[config.mk]
export PLATFORM = sky130hd
export DESIGN_NAME = mycpu_id_fetch_rx
export DESIGN_NICKNAME = d
export VERILOG_FILES = /design/src/rtl/mycpu_pkg.sv /design/src/rtl/mycpu_br_cmp.sv /design/src/rtl/mycpu_id_fetch_rx.sv
export SDC_FILE = /design/constraint.sdc
export NUM_CORES = 1
export LEC_CHECK = 0
export CAP_MARGIN = 5
export CORE_MARGIN = 2
export CORE_UTILIZATION = 52
export CTS_BUF_LIST = sky130_fd_sc_hd__clkbuf_8
export DETAILED_ROUTE_END_ITERATION = 7
export PLACE_DENSITY = 0.89
export SKIP_LAST_GASP = 1
export SLEW_MARGIN = 5
export SYNTH_ARGS = -nofsm -noshare
export SYNTH_HDL_FRONTEND = slang
export SYNTH_SLANG_ARGS = --single-unit
[constraint.sdc]
create_clock -name clk -period 5.4 [get_ports clk]
set_input_delay 1.08 -clock clk [delete_from_list [all_inputs] [get_ports clk]]
set_output_delay 1.08 -clock clk [all_outputs]
set_load 0.01 [all_outputs]
[src/rtl/mycpu_pkg.sv]
// Shared constants and helpers for the decode-side fetch receiver.
// Opcode values, reset PC and branch offset extension.
package mycpu_pkg;

  localparam logic [5:0] OP_BEQ  = 6'b000100;
  localparam logic [5:0] OP_BNE  = 6'b000101;
  localparam logic [5:0] OP_BLEZ = 6'b000110;
  localparam logic [5:0] OP_BGTZ = 6'b000111;

  localparam logic [31:0] RESET_PC = 32'hbfc00000;

  function automatic logic [31:0] sext_br_offset(
    input logic [15:0] imm
  );
    return {{14{imm[15]}}, imm, 2'b00};
  endfunction

endpackage

[src/rtl/mycpu_br_cmp.sv]
// Conditional branch comparator.
// Pure combinational: opcode plus operands give taken.
module mycpu_br_cmp
  import mycpu_pkg::*;
(
  input  logic [5:0]  op,
  input  logic [31:0] rs_value,
  input  logic [31:0] rt_value,
  output logic        taken
);

  logic rs_zero;
  logic rs_neg;

  assign rs_zero = (rs_value == 32'd0);
  assign rs_neg  = rs_value[31];

  always_comb begin
    taken = 1'b0;
    unique case (1'b1)
      (op == OP_BEQ):  taken = (rs_value == rt_value);
      (op == OP_BNE):  taken = (rs_value != rt_value);
      (op == OP_BLEZ): taken = rs_neg || rs_zero;
      (op == OP_BGTZ): taken = !rs_neg && !rs_zero;
      default:         taken = 1'b0;
    endcase
  end

endmodule

[src/rtl/mycpu_id_fetch_rx.sv]
// ID-stage receiver for instruction SRAM responses.
// Holds one overflow word while EX stalls; resolves branches.
module mycpu_id_fetch_rx
  import mycpu_pkg::*;
#(
  parameter logic [31:0] RESET_PC = mycpu_pkg::RESET_PC
) (
  input  logic        clk,
  input  logic        resetn,
  input  logic        inst_sram_en,
  input  logic [31:0] inst_sram_addr,
  input  logic [31:0] inst_sram_rdata,
  output logic        allowIN,
  output logic        jen,
  output logic [31:0] offset,
  output logic [4:0]  rs_addr,
  output logic [4:0]  rt_addr,
  input  logic [31:0] rs_value,
  input  logic [31:0] rt_value,
  input  logic        es_allowin,
  output logic        ds_to_es_valid,
  output logic [31:0] ds_inst,
  output logic [31:0] ds_pc
);

  logic        req_pending_q, req_pending_d;
  logic [31:0] req_pc_q, req_pc_d;
  logic        ds_valid_q, ds_valid_d;
  logic [31:0] ds_inst_q, ds_inst_d;
  logic [31:0] ds_pc_q, ds_pc_d;
  logic        hold_valid_q, hold_valid_d;
  logic [31:0] hold_inst_q, hold_inst_d;
  logic [31:0] hold_pc_q, hold_pc_d;
  logic        br_done_q, br_done_d;

  logic        resp;
  logic        ds_allowin;
  logic        ds_load;
  logic        taken;

  assign resp       = req_pending_q;
  assign ds_allowin = !ds_valid_q || es_allowin;

  mycpu_br_cmp u_br_cmp (
    .op       (ds_inst_q[31:26]),
    .rs_value (rs_value),
    .rt_value (rt_value),
    .taken    (taken)
  );

  assign jen            = ds_valid_q && taken && !br_done_q;
  assign offset         = sext_br_offset(ds_inst_q[15:0]);
  assign rs_addr        = ds_inst_q[25:21];
  assign rt_addr        = ds_inst_q[20:16];
  assign ds_to_es_valid = ds_valid_q;
  assign ds_inst        = ds_inst_q;
  assign ds_pc          = ds_pc_q;
  assign allowIN        = !hold_valid_q && !(req_pending_q && !ds_allowin);

  always_comb begin
    req_pending_d = inst_sram_en;
    req_pc_d      = inst_sram_en ? inst_sram_addr : req_pc_q;
    ds_load       = 1'b0;
    ds_inst_d     = ds_inst_q;
    ds_pc_d       = ds_pc_q;
    hold_valid_d  = hold_valid_q;
    hold_inst_d   = hold_inst_q;
    hold_pc_d     = hold_pc_q;
    // The hold entry is older than any arriving word, so it goes first.
    if (hold_valid_q && ds_allowin) begin
      ds_load   = 1'b1;
      ds_inst_d = hold_inst_q;
      ds_pc_d   = hold_pc_q;
      if (resp) begin
        hold_inst_d = inst_sram_rdata;
        hold_pc_d   = req_pc_q;
      end else begin
        hold_valid_d = 1'b0;
      end
    end else if (resp && ds_allowin) begin
      ds_load   = 1'b1;
      ds_inst_d = inst_sram_rdata;
      ds_pc_d   = req_pc_q;
    end else if (resp) begin
      hold_valid_d = 1'b1;
      hold_inst_d  = inst_sram_rdata;
      hold_pc_d    = req_pc_q;
    end
    ds_valid_d = ds_load ? 1'b1 : (es_allowin ? 1'b0 : ds_valid_q);
    br_done_d  = ds_load ? 1'b0
               : ((jen && !es_allowin) ? 1'b1 : br_done_q);
  end

  always_ff @(posedge clk or negedge resetn) begin
    if (!resetn) begin
      req_pending_q <= 1'b0;
      req_pc_q      <= RESET_PC;
      ds_valid_q    <= 1'b0;
      ds_inst_q     <= 32'd0;
      ds_pc_q       <= RESET_PC;
      hold_valid_q  <= 1'b0;
      hold_inst_q   <= 32'd0;
      hold_pc_q     <= RESET_PC;
      br_done_q     <= 1'b0;
    end else begin
      req_pending_q <= req_pending_d;
      req_pc_q      <= req_pc_d;
      ds_valid_q    <= ds_valid_d;
      ds_inst_q     <= ds_inst_d;
      ds_pc_q       <= ds_pc_d;
      hold_valid_q  <= hold_valid_d;
      hold_inst_q   <= hold_inst_d;
      hold_pc_q     <= hold_pc_d;
      br_done_q     <= br_done_d;
    end
  end

  a_no_overrun: assert property (
    @(posedge clk) disable iff (!resetn)
    !(req_pending_q && hold_valid_q && !ds_allowin)
  );

endmodule

==> reports/metrics.yaml <==
endpoint_kind: "primary output"
ir_worst_vdd_mv: 0.2771
clockBufferDepth: 2
antenna_found_initial: 0
ys.flop_type: "dfrtp_1"
yosysTopAreaCellShare_pct: 46.15
clock_latency_ps: 450
initial_utilization_pct: 53.31
core-area_sq_mm: 0.01393
slowest_stage: "clkdlybuf4s50_1"
hpwl_microns: 13310
yosysSeqAreaShare_pct: 55.70
die_w_microns: 123.5
num-nets-final: 927
ctsResizeCount: 0
place_ws_ps: 1050
drtPass1Iterations: 5
min_path_type: "reg2reg"
cts.sinks: 164
grt_pass1_vias: 6266
setup_viol: 0
final_antenna_net_count: 0
worst_clock_skew_ps: 8.970
finalSetupTns_ps: 0
synth-seq-cells: 164
setup_slack_ps: 978.3
path_cells: "clkdlybuf4s50_1 > xnor2_1 > nand4_1 > nor4_2 > a21oi_1 > or3b_1 > clkdlybuf4s50_1"
grt_overflow: 0
power_frac_clock_pct: 21.3
synth_cell_types: 34
routed_wl_microns: 20230
hold_violations: 0
cp_max_fo: 2
async_reset_ff_share_pct: 100.0
post-route-drc-count: 0
drv_cap: 0
worst_slew_pin_slew_ps: 1271
maxSlewHeadroom_pct: 14.96
fin_crit_ps: 4422
gp_congestion: 0.9915
holdWs_ps: 509.5
cts_tree: "yes"
wl_per_cell_microns: 20.48
ys_top_cells_by_area: "dfrtp_1 46%, mux2_2 15%, o22ai_1 9.7%, dfstp_2 9.6%, buf_4 4.2%"
grt_pass1_wl_microns: 31250
crit_type: "in2out"
slowest_delay_ps: 580
area_growth_pct: 34.18
via_count: 6001
fmax_mhz: 226.2
power_density_mw_per_mm2: 386.3
fp-row-count: 43
p_comb_share_pct: 32.7
cts-root-buf: "clkbuf_8"
drv_slew: 0
syn_area_sq_mm: 0.007428
synthCells: 619
clk_pin_slew_worst_paths_ps: 80
worstPathRequired_ps: 4320
grt_max_degree: 115
sequentialPowerShare_pct: 46.0
port_buffers: 238
yosys_warnings: 0
p_leak_nw: 3.845
rrSetupSlack_ps: 2780
io_pins: 241
drive_above_1_share_pct: 20.30
die_area_sq_mm: 0.01526
post_cts_buffers: 0
crit_top_cell: "clkdlybuf4s50_1"
track_usage_pct: 26.92
via_per_inst: 6.074
die_h_microns: 123.5
cts_max_level: 4
hold_buffers: 0
synth-edff-count: 0
avgSynthCellArea_sq_um: 12.00
p_int_w: 0.002671
synth_top_area_cell: "dfrtp_1"
cts_buffers: 17
swShare_pct: 30.64
rsz0062_at_grt: "no"
dr.first_iter.drc_count: 398
cp-start-kind: "primary input"
status: "completed"
p_switching_w: 0.001180
arrival_ps: 3340
fin_crit_sh_pct: 81.88
antennaDiodeCount: 0
[power by group through the flow]
stage	registers (W)	logic (W)	clock network, W
after floorplan	0.00179	0.000615	0
after global placement	0.00176	0.00122	0
after detailed placement	0.00179	0.00126	0
after CTS	0.00177	0.00127	0.000840
after global routing	0.00181	0.00135	0.000900
final	0.00177	0.00126	0.000822
[through the flow]
stage | util, % | cells | total power, W | cell area [sq um]
floorplan | - | 620 | 0.002408 | 7432
global placement | 68.94 | 956 | 0.002978 | 9607
detailed placement | 68.94 | 956 | 0.003048 | 9607
CTS | 71.53 | 988 | 0.003872 | 9967
global route | 71.53 | 988 | 0.004057 | 9967
finish | 71.53 | 988 | 0.003850 | 9967
[cells in the mapped netlist (all sizes together) (2+ instances only)]
cell / instances
dfrtp: 137
o22ai: 115
mux2: 96
buf: 63
a21oi: 60
xnor2: 32
dfstp: 27
clkbuf: 24
nand4: 10
o21ai: 10
nand2: 9
nor4: 9
a22oi: 6
nor2b: 4
inv: 2
nand4b: 2
[metal layers]
layer / vias up / GRT usage [%] / part of all wire, %
met5: - / 0 / 0
met4: 0 / 12.78 / 3.1
met3: 53 / 7.472 / 7.7
met2: 303 / 45.16 / 51
met1: 3017 / 32.05 / 39
li1: 2628 / - / -
[worst paths after layout]
check / start / end / depth (start not counted)
min in group asynchronous: resetn / req_pc_q[20] / 1
worst max register to register: req_pending_q / ds_pc[13] / 4
worst max-delay path: rt_value[19] / jen / 7
worst min-delay path: hold_inst_q[3] / hold_inst_q[3] / 1
max in group asynchronous: resetn / hold_pc_q[0] / 2
worst min register to register: hold_inst_q[3] / hold_inst_q[3] / 1
[sequential cells by signal, indices dropped and copies added, names as in the netlist]
register	flops
hold_valid_q	1
br_done_q	1
ds_pc	32
ds_inst	32
req_pc_q	32
hold_inst_q	32
req_pending_q	1
ds_to_es_valid	1
hold_pc_q	32
[layout by cell type, fill, tap and decap left out, types with 2 or more instances in the layout]
| cell type | count |
|---|---|
| inv_1 | 5 |
| bufinv_16 | 2 |
| clkinv_2 | 5 |
| buf_4 | 4 |
| clkinvlp_4 | 3 |
| nor2b_1 | 4 |
| nor4_1 | 7 |
| o21ai_0 | 8 |
| mux2_2 | 96 |
| dfstp_2 | 27 |
| nand4b_1 | 2 |
| nor4_2 | 2 |
| clkbuf_8 | 17 |
| nand2_2 | 2 |
| xnor2_1 | 32 |
| o22ai_1 | 115 |
| nand4_1 | 10 |
| a22oi_1 | 6 |
| dfrtp_1 | 136 |
| conb_1 | 2 |
| clkdlybuf4s50_1 | 237 |
| a21oi_1 | 60 |
| nand2_1 | 7 |
[logic make-up after synthesis]
logic type,Yosys count,synth area share (%)
AO/OA/AOI/OAI,193,15.26
XOR/XNOR,32,3.773
buffers and inverters,89,6.889
flip-flops,164,55.70
multiplexers,97,14.69
other,1,0.05048
AND/OR/NAND/NOR,43,3.638
[critical path, delay by kind of cell]
| family | cells | cell delay, ps |
|---|---|---|
| AOI/OAI and AO/OA | 1 | 120 |
| and+or+nand+nor | 3 | 880 |
| xor gates and xnor gates | 1 | 140 |
| buffers and inverters | 2 | 1110 |
[cell type report]
class	instances	area [sq um]
clock buffers	17	234.0
repair buffers	243	2434
fillers	943	3968
inverters	2	7.507
flip-flops and latches	164	4139
well taps	180	225.2
multi-input cells	367	2801
clock inverters	15	126.4
Note: power is estimated with default switching activity, not from simulation.
